--- src/rtl/cache_block_fill_8way.sv ---
// Assembles an 8-beat memory refill into a 256-bit block and commits it to one way.
// Optional macro CRITICAL_WORD_FIRST_EN adds fill_word / crit_valid (critical-word-first order).
module cache_block_fill_8way #(
    parameter int WORD_W = 32,
    parameter int BEATS  = 8,
    parameter int WAYS   = 8
) (
    input  logic                       clk,
    input  logic                       rst,
    input  logic                       fill_start,
    input  logic [$clog2(WAYS)-1:0]    fill_way,
`ifdef CRITICAL_WORD_FIRST_EN
    input  logic [$clog2(BEATS)-1:0]   fill_word,
    output logic                       crit_valid,
`endif
    input  logic                       fill_abort,
    input  logic [WORD_W-1:0]          mem_data,
    input  logic                       mem_valid,
    output logic                       mem_ready,
    output logic [WAYS-1:0]            way_we,
    output logic [WORD_W*BEATS-1:0]    blockIn,
    output logic                       busy,
    output logic                       fill_done
);
    localparam int IDX_W = $clog2(BEATS);
    localparam int WAY_W = $clog2(WAYS);

    typedef enum logic [1:0] {
        IDLE   = 2'd0,
        FILL   = 2'd1,
        COMMIT = 2'd2
    } state_t;

    state_t             state_r;
    state_t             state_nx_s;
    logic [IDX_W-1:0]   cnt_r;
    logic [WAY_W-1:0]   way_r;
    logic [WAY_W-1:0]   way_nx_s;
    logic [IDX_W-1:0]   idx_s;
    logic               start_s;
    logic               beat_s;
`ifdef CRITICAL_WORD_FIRST_EN
    logic [IDX_W-1:0]   base_r;
`endif

    // Next-state decode; abort outranks a final beat, and a beat is only taken in FILL.
    always_comb begin
        state_nx_s = state_r;
        start_s    = 1'b0;
        beat_s     = 1'b0;
        case (state_r)
            IDLE: begin
                if (fill_start) begin
                    state_nx_s = FILL;
                    start_s    = 1'b1;
                end else begin
                    state_nx_s = IDLE;
                end
            end
            FILL: begin
                if (fill_abort) begin
                    state_nx_s = IDLE;
                end else if (mem_valid) begin
                    beat_s = 1'b1;
                    if (cnt_r == IDX_W'(BEATS - 1)) begin
                        state_nx_s = COMMIT;
                    end else begin
                        state_nx_s = FILL;
                    end
                end else begin
                    state_nx_s = FILL;
                end
            end
            COMMIT:  state_nx_s = IDLE;
            default: state_nx_s = IDLE;
        endcase
    end

    // Target way and the word slot for the current beat (wraps because BEATS is a power of two).
    always_comb begin
        if (start_s) begin
            way_nx_s = fill_way;
        end else begin
            way_nx_s = way_r;
        end
`ifdef CRITICAL_WORD_FIRST_EN
        idx_s = cnt_r + base_r;
`else
        idx_s = cnt_r;
`endif
    end

    // State, beat assembly and registered outputs computed from the next state.
    always_ff @(posedge clk) begin
        if (rst) begin
            state_r    <= IDLE;
            cnt_r      <= {IDX_W{1'b0}};
            way_r      <= {WAY_W{1'b0}};
            blockIn    <= {(WORD_W*BEATS){1'b0}};
            way_we     <= {WAYS{1'b0}};
            mem_ready  <= 1'b0;
            busy       <= 1'b0;
            fill_done  <= 1'b0;
`ifdef CRITICAL_WORD_FIRST_EN
            base_r     <= {IDX_W{1'b0}};
            crit_valid <= 1'b0;
`endif
        end else begin
            state_r <= state_nx_s;
            way_r   <= way_nx_s;
            if (start_s) begin
                cnt_r <= {IDX_W{1'b0}};
            end else if (beat_s) begin
                cnt_r <= cnt_r + IDX_W'(1);
            end else begin
                cnt_r <= cnt_r;
            end
            if (beat_s) begin
                blockIn[idx_s*WORD_W +: WORD_W] <= mem_data;
            end
            mem_ready <= (state_nx_s == FILL);
            busy      <= (state_nx_s != IDLE);
            fill_done <= (state_nx_s == COMMIT);
            if (state_nx_s == COMMIT) begin
                way_we <= WAYS'(1) << way_nx_s;
            end else begin
                way_we <= {WAYS{1'b0}};
            end
`ifdef CRITICAL_WORD_FIRST_EN
            if (start_s) begin
                base_r <= fill_word;
            end
            crit_valid <= beat_s && (cnt_r == {IDX_W{1'b0}});
`endif
        end
    end

endmodule

--- config.mk ---
export PLATFORM = sky130hd
export DESIGN_NAME = cache_block_fill_8way
export DESIGN_NICKNAME = d
export VERILOG_FILES = /design/src/rtl/cache_block_fill_8way.sv
export SDC_FILE = /design/constraint.sdc
export NUM_CORES = 1
export LEC_CHECK = 0
export ABC_AREA = 1
export CORE_MARGIN = 2
export CORE_UTILIZATION = 30
export DETAILED_ROUTE_END_ITERATION = 7
export PLACE_DENSITY_LB_ADDON = 0.08
export SYNTH_ARGS = -nofsm -noshare
export SYNTH_HDL_FRONTEND = slang
export SYNTH_SLANG_ARGS = --single-unit
--- constraint.sdc ---
create_clock -name clk -period 4.35 [get_ports clk]
set_input_delay 0.435 -clock clk [delete_from_list [all_inputs] [get_ports clk]]
set_output_delay 0.435 -clock clk [all_outputs]
set_load 0.05 [all_outputs]
==> results_dict.tcl, run 1 <==
set metrics [dict create \
    status "finished clean" \
    vdd_drop_max_mv 0.240 \
    grt_pass1_vias 10900 \
    synth_warnings 0 \
    cts_setup_buffers 0 \
    worst_pin_slew_ns 1.12 \
    maxCapViolCount 0 \
    io_buffers 306 \
    period_minus_slack_ns 3.23 \
    endpoint_kind "flip-flop" \
    finalSetupViolCount 0 \
    whs_path_depth 2 \
    post_cts_resized 0 \
    synth.ff_latch_count 275 \
    postRouteWirelength_um 48700 \
    htree_levels 2 \
    synth_cell_types 30 \
    seq_area_frac_synth_pct 47.5 \
    rsz0062_at_grt "no" \
    crit_path_max_fanout 36 \
    grt_pass1_wl_um 72200 \
    arrival_ns 3.67 \
    hp-start "blockIn[161]$_SDFFE_PP0P_" \
    r2r-start "cnt_r[0]$_SDFFE_PP0P_" \
    final_common_cell "nor2_1" \
    max_freq_mhz 309 \
    start_util_pct 30.2 \
    reg2reg_depth 11 \
    die_w_um 201 \
    grt_usage_pct 23.6 \
    mostFrequentLayoutCells "nor2_1 (437), nand2_1 (330), clkdlybuf4s50_1 (305)" \
    antenna_found_initial 4 \
    slew_headroom_pct 25.5 \
    viasPerCell 4.72 \
    timing_hold_violations_final 0 \
    synth_area_mm2 0.0116 \
    critPathKind "flip-flop to flip-flop" \
    whs_ns 0.467 \
    finalMaxSlewViolations 0 \
    clock_path_buffers 3 \
    syn_area_per_cell_um2 7.01 \
    skew_ns 0.0114 \
    hpwl_um 34200 \
    synth_fp_nets 1700 \
    fin_crit_sh_pct 74.3 \
    vias 11500 \
    nNetsFinal 1943 \
    post_synth_inst_count 1656 \
    ff2ff_setup_slack_ns 1.12 \
    min_to "blockIn[161]$_SDFFE_PP0P_" \
    num_rows 72 \
    ant_nets 0 \
    area_delta_synth_final_pct 37.2 \
    setup_ws_ns 1.12 \
    clkSinkCount 275 \
    drtIter0Drc 1060 \
    dieArea_mm2 0.0403 \
    gp_congestion 0.846 \
    drc 0 \
    grt_max_degree 135 \
    layout-drive-gt1-share_pct 5.25 \
    clk_pin_slew_ns 0.06 \
    io_pins 307 \
    clk_latency_ns 0.51 \
    grt_remaining_overflow 0 \
    postCtsHoldBufs 0 \
    post-place-ws_ns 1.12 \
    fp.coreArea_mm2 0.0384 \
    p_per_area_mw_per_mm2 360 \
    crit_required_ns 4.78 \
    fin_tns_setup_ns 0 \
    wire_per_inst_um 19.9 \
    leakage_nw 6.47 \
    fp.dieH_um 201 \
    numCtsBuffers 34 \
    r2r-end "blockIn[41]$_SDFFE_PP0P_" \
    critPathLaunchType "flip-flop" \
    first_pass_iters 5 \
    hp-class "flip-flop to flip-flop" \
    cts_tree "built" \
    clockRootBuffer "clkbuf_16" \
]
## per-layer routing
layer | vias up | GRT usage (%) | share of wire, %
li1 | 5707 | - | -
met1 | 5307 | 34.1 | 48
met2 | 448 | 35.5 | 43
met3 | 68 | 5.15 | 7.1
met4 | 4 | 6.19 | 2.5
met5 | - | 0 | 0.047
## state kept, by name, summed over array words and instances, names as in the netlist
register	cells
blockIn	256
busy	1
cnt_r	3
fill_done	1
mem_ready	1
state_r	2
way_r	3
way_we	8
## synth_stat cells, drive strengths merged
library cell	count	share of area, %
inv	110	3.6
nor3	39	1.8
nand2	338	11
nand3	99	4.5
dfxtp	275	47
clkinv	2	0.065
or2	1	0.054
a211oi	2	0.13
nand4	35	1.9
a21oi	101	4.4
nor2	448	15
o21ai	77	3.3
nor4	2	0.11
ha	4	0.43
o21a	9	0.58
buf	70	3.7
clkbuf	44	1.4
## area by class of cell
cell class                 instances  area, um^2
fill                            4085       22500
antenna                            1        2.50
multi-input combinational       1155        5070
sequential                       275        5510
clock buffer                      50         992
clock inverter                    10        82.6
inverter                         112         430
tap                              518         648
timing repair buffer             321        3180
## metrics by stage
step	power (mW)	area [um^2]	util [%]	instances
final	5.73	15900	41.5	2442
after global routing	5.93	15900	41.5	2442
after CTS	5.80	15900	41.5	2441
after detailed placement	3.03	14800	38.7	2381
after global placement	3.03	14800	38.7	2381
after floorplan	2.86	11600	-	1656
## power breakdown
part	switching (mW)	internal [mW]	total, mW
sequential	0.0114	2.54	2.55
combinational	0.325	0.107	0.432
clock	1.11	1.64	2.75
## cell families after synthesis
kind of cell	count (synthesis)	synth area share, %
compound gates	189	8.39
flops	275	47.5
fa+ha+maj	4	0.431
buf+inv	226	8.83
simple gates	962	34.9
## worst max path at each step
stage / startpoint / endpoint / slack (ns) / cells after the start
finish: cnt_r[0]$_SDFFE_PP0P_ / blockIn[41]$_SDFFE_PP0P_ / 1.12 / 11
global route: cnt_r[0]$_SDFFE_PP0P_ / blockIn[36]$_SDFFE_PP0P_ / 0.84 / 11
CTS: cnt_r[0]$_SDFFE_PP0P_ / blockIn[56]$_SDFFE_PP0P_ / 1.10 / 11
detailed placement: cnt_r[0]$_SDFFE_PP0P_ / blockIn[56]$_SDFFE_PP0P_ / 1.12 / 11
global placement: cnt_r[0]$_SDFFE_PP0P_ / blockIn[44]$_SDFFE_PP0P_ / 1.20 / 12
floorplan: cnt_r[0]$_SDFFE_PP0P_ / blockIn[24]$_SDFFE_PP0P_ / 2.08 / 12
## worst max-delay path, stage by stage, from the launching register on
cell and delay [ns]:
dfxtp_1 0.71, inv_4 0.12, ha_1 0.23, ha_2 0.22
inv_2 0.14, nand2_4 0.20, nor2_4 0.15, buf_4 0.30
nand2_1 0.15, nor2_4 0.63, o21ai_0 0.17, nor2_1 0.14
(Power assumes the default switching activity.)
==> inputs of run 2 (changes only) <==
==> constraint.sdc (replaced) <==
create_clock -name clk -period 3.1 [get_ports clk]
set_input_delay 0.31 -clock clk [delete_from_list [all_inputs] [get_ports clk]]
set_output_delay 0.31 -clock clk [all_outputs]
set_load 0.05 [all_outputs]
==> run 2 against run 1 <==
Effect of this change:
- via count grew 0.11%
- clock-buffer cell count grew 3
- fmax grew 17%
- clock power grew 40%
- global-route usage shrank 0.061 points
- largest power group unchanged
==> results_dict.tcl, run 2 (synthesis results as in run 1) <==
set metrics [dict create \
    status "finished clean" \
    final_common_cell "nor2_1" \
    gp_congestion 0.819 \
    nNetsFinal 1963 \
    reg2reg_depth 7 \
    r2r-end "blockIn[46]$_SDFFE_PP0P_" \
    grt_remaining_overflow 0 \
    clock_path_buffers 3 \
    skew_ns 0.0168 \
    n_fill_cell 4086 \
    hp-class "input port to flip-flop" \
    postCtsHoldBufs 0 \
    numCtsBuffers 34 \
    r2r-start "cnt_r[0]$_SDFFE_PP0P_" \
    grt_pass1_vias 10900 \
    layout-drive-gt1-share_pct 6.23 \
    max_freq_mhz 361 \
    post_cts_resized 0 \
    post-route-util_pct 41.9 \
    vias 11500 \
    grt_max_degree 114 \
    die_w_um 201 \
    fp.dieH_um 201 \
    p_per_area_mw_per_mm2 502 \
    crit_path_end "blockIn[46]$_SDFFE_PP0P_" \
    largestRegisters "blockIn: 256 flops, way_we: 8 flops" \
    hpwl_um 34000 \
    fp.coreArea_mm2 0.0384 \
    period_minus_slack_ns 2.77 \
    finalSetupViolCount 0 \
    critPathKind "flip-flop to flip-flop" \
    wire_per_inst_um 19.7 \
    cts_tree "built" \
    grt_pass1_wl_um 71800 \
    leakage_nw 6.57 \
    timing_hold_violations_final 0 \
    drtIter0Drc 917 \
    dieArea_mm2 0.0403 \
    largest_register_ffs 256 \
    fin_crit_sh_pct 89.3 \
    cts_setup_buffers 0 \
    io_buffers 306 \
    cp_slowest_cell "nand3_2" \
    critPathMaxStageDelay_ns 0.60 \
    clk_latency_ns 0.51 \
    total_power_mw 8.06 \
    crit_required_ns 3.50 \
    antenna_found_initial 0 \
    grt_usage_pct 23.5 \
    area_delta_synth_final_pct 38.6 \
    whs_ns 0.111 \
    num_rows 72 \
    endpoint_kind "flip-flop" \
    drc 0 \
    ant_nets 0 \
    slew_headroom_pct 44.2 \
    mostFrequentLayoutCells "nor2_1 (437), nand2_1 (330), clkdlybuf4s50_1 (305)" \
    htree_levels 2 \
    arrival_ns 3.17 \
    worst_pin_slew_ns 0.836 \
    clkSinkCount 275 \
    crit_path_max_fanout 53 \
    crit_start "cnt_r[0]$_SDFFE_PP0P_" \
    postRouteWirelength_um 48600 \
    ff2ff_setup_slack_ns 0.33 \
    viasPerCell 4.69 \
    io_pins 307 \
    diodes 0 \
    rsz0062_at_grt "no" \
    clk_pin_slew_ns 0.06 \
    critPathLaunchType "flip-flop" \
    crit_chain "inv_4 -> ha_1 -> ha_2 -> buf_4 -> nand3_2 -> o21ai_0 -> nor2_1" \
    finalMaxSlewViolations 0 \
    vdd_drop_max_mv 0.297 \
    fin_tns_setup_ns 0 \
    maxCapViolCount 0 \
    regMostFlops "blockIn" \
    first_pass_iters 5 \
    clockRootBuffer "clkbuf_16" \
    start_util_pct 30.2 \
]
## run 2: cell count changes in the layout (fill, tap and decap cells not counted)
cell	delta
diode_2	-1
clkbuf_8	+3
buf_12	+1
buf_4	+19
clkinv_2	-1
inv_6	-1
bufinv_16	-1
## run 2: layer usage
layer	up-vias	track usage, %	routed length [um]	part of all wire [%]
met2	384	35.6	20600	42
met1	5350	33.2	23200	48
met5	-	0	0	0
li1	5748	-	-	-
met3	65	5.58	3380	7.0
met4	0	7.14	1400	2.9
## run 2: worst min-delay path by stage
stage                              start                   endpoint  slack [ns]  cells after the start
2_1_floorplan                        rst      state_r[0]$_SDFF_PP0_        0.39                      1
3_3_place_gp   blockIn[191]$_SDFFE_PP0P_  blockIn[191]$_SDFFE_PP0P_        0.45                      2
3_5_place_dp   blockIn[161]$_SDFFE_PP0P_  blockIn[161]$_SDFFE_PP0P_        0.46                      2
4_1_cts                              rst       fill_done$_SDFF_PP0_        0.09                      2
5_1_grt                              rst       fill_done$_SDFF_PP0_        0.12                      2
6_report                             rst       fill_done$_SDFF_PP0_        0.11                      2
## run 2: layout make-up
cell class | instances | area [um^2] | share of cell area [%]
multi-input cells | 1155 | 5070 | 31.6
inverters | 112 | 430 | 2.68
clock inverters | 7 | 38.8 | 0.241
well taps | 518 | 648 | 4.03
clock buffers | 53 | 1030 | 6.43
flip-flops and latches | 275 | 5510 | 34.2
repair buffers | 341 | 3350 | 20.8
## run 2: report_power, final
part	leakage (nW)	internal, mW	switching [mW]
combinational	3.82	0.166	0.464
clock	0.535	2.29	1.57
sequential	2.22	3.56	0.0131
## run 2: worst max-delay path: cells and delay by family (launching register included)
kind	cells	cell delay (ns)
flip-flops	1	0.37
adder cells (fa/ha/maj)	2	0.55
AO/OA/AOI/OAI	1	0.40
AND/OR/NAND/NOR	2	0.66
buffers and inverters	2	0.65
## run 2: per-stage QoR
step,area (um^2),cells,worst slack (ns)
after floorplan,11600,1656,0.831
after global placement,15000,2401,0.484
after detailed placement,15000,2401,0.382
after CTS,16100,2461,0.328
after global routing,16100,2461,0.178
final,16100,2461,0.331
==> inputs of run 3 (changes only) <==
--- a/config.mk
+++ b/config.mk
@@ -6,10 +6,14 @@
 export NUM_CORES = 1
 export LEC_CHECK = 0
 export ABC_AREA = 1
+export CELL_PAD_IN_SITES_DETAIL_PLACEMENT = 1
+export CELL_PAD_IN_SITES_GLOBAL_PLACEMENT = 1
+export CORE_ASPECT_RATIO = 0.75
 export CORE_MARGIN = 2
 export CORE_UTILIZATION = 30
 export DETAILED_ROUTE_END_ITERATION = 7
 export PLACE_DENSITY_LB_ADDON = 0.08
+export SKIP_LAST_GASP = 1
 export SYNTH_ARGS = -nofsm -noshare
 export SYNTH_HDL_FRONTEND = slang
 export SYNTH_SLANG_ARGS = --single-unit
==> run 3 against run 2 <==
Effect of this change:
- global-route usage up 1.6 points
- cell area shrank 0.21%
- clock-buffer cell count decreased by 8
- fmax increased by 1.5%
- sequential cell count unchanged
- critical path type unchanged
- critical endpoint is now blockIn[155]$_SDFFE_PP0P_
- largest cell class unchanged
- largest power group unchanged
==> results_dict.tcl, run 3 (synthesis results as in run 1) <==
set metrics [dict create \
    hpwl_um 37300 \
    final_common_cell "nor2_1" \
    slew_headroom_pct 42.9 \
    critPathLaunchType "flip-flop" \
    p_int_mw 5.98 \
    drtIter0Drc 940 \
    wire_per_inst_um 21.0 \
    arrival_ns 3.24 \
    io_buffers 306 \
    postRouteWirelength_um 51400 \
    grt_remaining_overflow 0 \
    postCtsHoldBufs 0 \
    final_area_mm2 0.0160 \
    largest_register_ffs 256 \
    die_w_um 231 \
    nNetsFinal 1958 \
    post-route-util_pct 42.0 \
    mostFrequentLayoutCells "nor2_1 (437), nand2_1 (330), clkdlybuf4s50_1 (305)" \
    endpoint_kind "flip-flop" \
    dieArea_mm2 0.0403 \
    placed_cell_area_mm2 0.0150 \
    vdd_drop_max_mv 0.437 \
    grt_usage_pct 25.1 \
    ant_nets 0 \
    area_delta_synth_final_pct 38.3 \
    vias 11900 \
    critPathMaxStageDelay_ns 0.37 \
    num_rows 62 \
    setup_ws_ns 0.371 \
    p_per_area_mw_per_mm2 499 \
    critical_path_buf_inv_count 5 \
    grt_max_degree 83 \
    fin_tns_setup_ns 0 \
    drc 0 \
    cts_tree "built" \
    p_comb_share_pct 8.0 \
    regMostFlops "blockIn" \
    cp_slowest_cell "dfxtp_1" \
    rsz0062_at_grt "no" \
    fin_crit_sh_pct 88.0 \
    maxCapViolCount 0 \
    switchingPower_mw 2.03 \
    fp.dieH_um 174 \
    skew_ns 0.00603 \
    status "finished clean" \
    clk_latency_ns 0.57 \
    clk_pin_slew_ns 0.06 \
    clkPwrFrac_pct 47.4 \
    finalMaxSlewViolations 0 \
    layout-drive-gt1-share_pct 5.84 \
    start_util_pct 30.4 \
    pwr-share-seq_pct 44.6 \
    grt_pass1_vias 11600 \
    crit_chain "inv_4 -> ha_1 -> ha_2 -> inv_4 -> nor2_2 -> buf_4 -> nand2_1 -> inv_2 -> nand2_4 -> inv_2 -> nor2_1 -> nor2_1" \
    max_freq_mhz 366 \
    post-place-ws_ns 0.401 \
    post_cts_resized 0 \
    dp_cells 2394 \
    worst_pin_slew_ns 0.854 \
    fp.coreArea_mm2 0.0382 \
    cts_setup_buffers 0 \
    finalSetupViolCount 0 \
    grt_pass1_wl_um 76500 \
    first_pass_iters 5 \
    htree_levels 1 \
    crit_required_ns 3.61 \
    viasPerCell 4.85 \
    largestRegisters "blockIn: 256 flops, way_we: 8 flops" \
    io_pins 307 \
    hp-class "input port to flip-flop" \
    period_minus_slack_ns 2.73 \
    swShare_pct 25.3 \
    gp_congestion 0.809 \
    leakage_nw 6.54 \
    cp_top_family "buffers and inverters" \
    clock_path_buffers 3 \
    clockRootBuffer "clkbuf_16" \
    crit_path_max_fanout 33 \
    timing_hold_violations_final 0 \
    clkSinkCount 275 \
    numCtsBuffers 30 \
    fin_cells 2449 \
    critPathKind "flip-flop to flip-flop" \
    antenna_found_initial 3 \
]
==> run 3: final timing paths <==
path,start,to,slack (ns),cells past startpoint
max,cnt_r[0]$_SDFFE_PP0P_,blockIn[155]$_SDFFE_PP0P_,0.37,12
min,rst,blockIn[77]$_SDFFE_PP0P_,0.28,4
max reg2reg,cnt_r[0]$_SDFFE_PP0P_,blockIn[155]$_SDFFE_PP0P_,0.37,12
min reg2reg,blockIn[186]$_SDFFE_PP0P_,blockIn[186]$_SDFFE_PP0P_,0.47,2
==> run 3: final cells by class <==
type / count / area [um^2]
flip-flops and latches: 275 / 5510
multi-input cells: 1155 / 5070
well taps: 512 / 641
clock buffers: 45 / 868
fillers: 4698 / 22100
repair buffers: 340 / 3380
inverters: 112 / 430
clock inverters: 9 / 145
diodes: 1 / 2.50
==> run 3: routing by layer <==
metal	track usage, %	vias up	routed length, um
met5	0	-	0
met4	5.11	0	1030
met3	5.18	51	3600
met2	36.8	356	21800
met1	37.6	5732	25000
li1	-	5735	-
==> run 3: worst register-to-register path, stage by stage, from the launching register on <==
cell     delay (ns)
dfxtp_1        0.37
inv_4          0.07
ha_1           0.20
ha_2           0.35
inv_4          0.10
nor2_2         0.09
buf_4          0.15
nand2_1        0.07
inv_2          0.36
nand2_4        0.32
inv_2          0.38
nor2_1         0.09
nor2_1         0.11
==> run 3: power groups by stage <==
| stage | Clock (mW) | Combinational [mW] | Sequential, mW |
|---|---|---|---|
| global route | 4.02 | 0.683 | 3.57 |
| global placement | 0 | 0.634 | 3.65 |
| CTS | 3.86 | 0.637 | 3.57 |
| finish | 3.80 | 0.638 | 3.57 |
| floorplan | 0 | 0.301 | 3.71 |
| detailed placement | 0 | 0.635 | 3.65 |
==> run 3: per-stage QoR <==
stage / hold slack [ns] / total power [mW]
finish: 0.278 / 8.00
global placement: 0.455 / 4.28
global route: 0.315 / 8.27
floorplan: 0.386 / 4.01
detailed placement: 0.458 / 4.28
CTS: 0.292 / 8.06
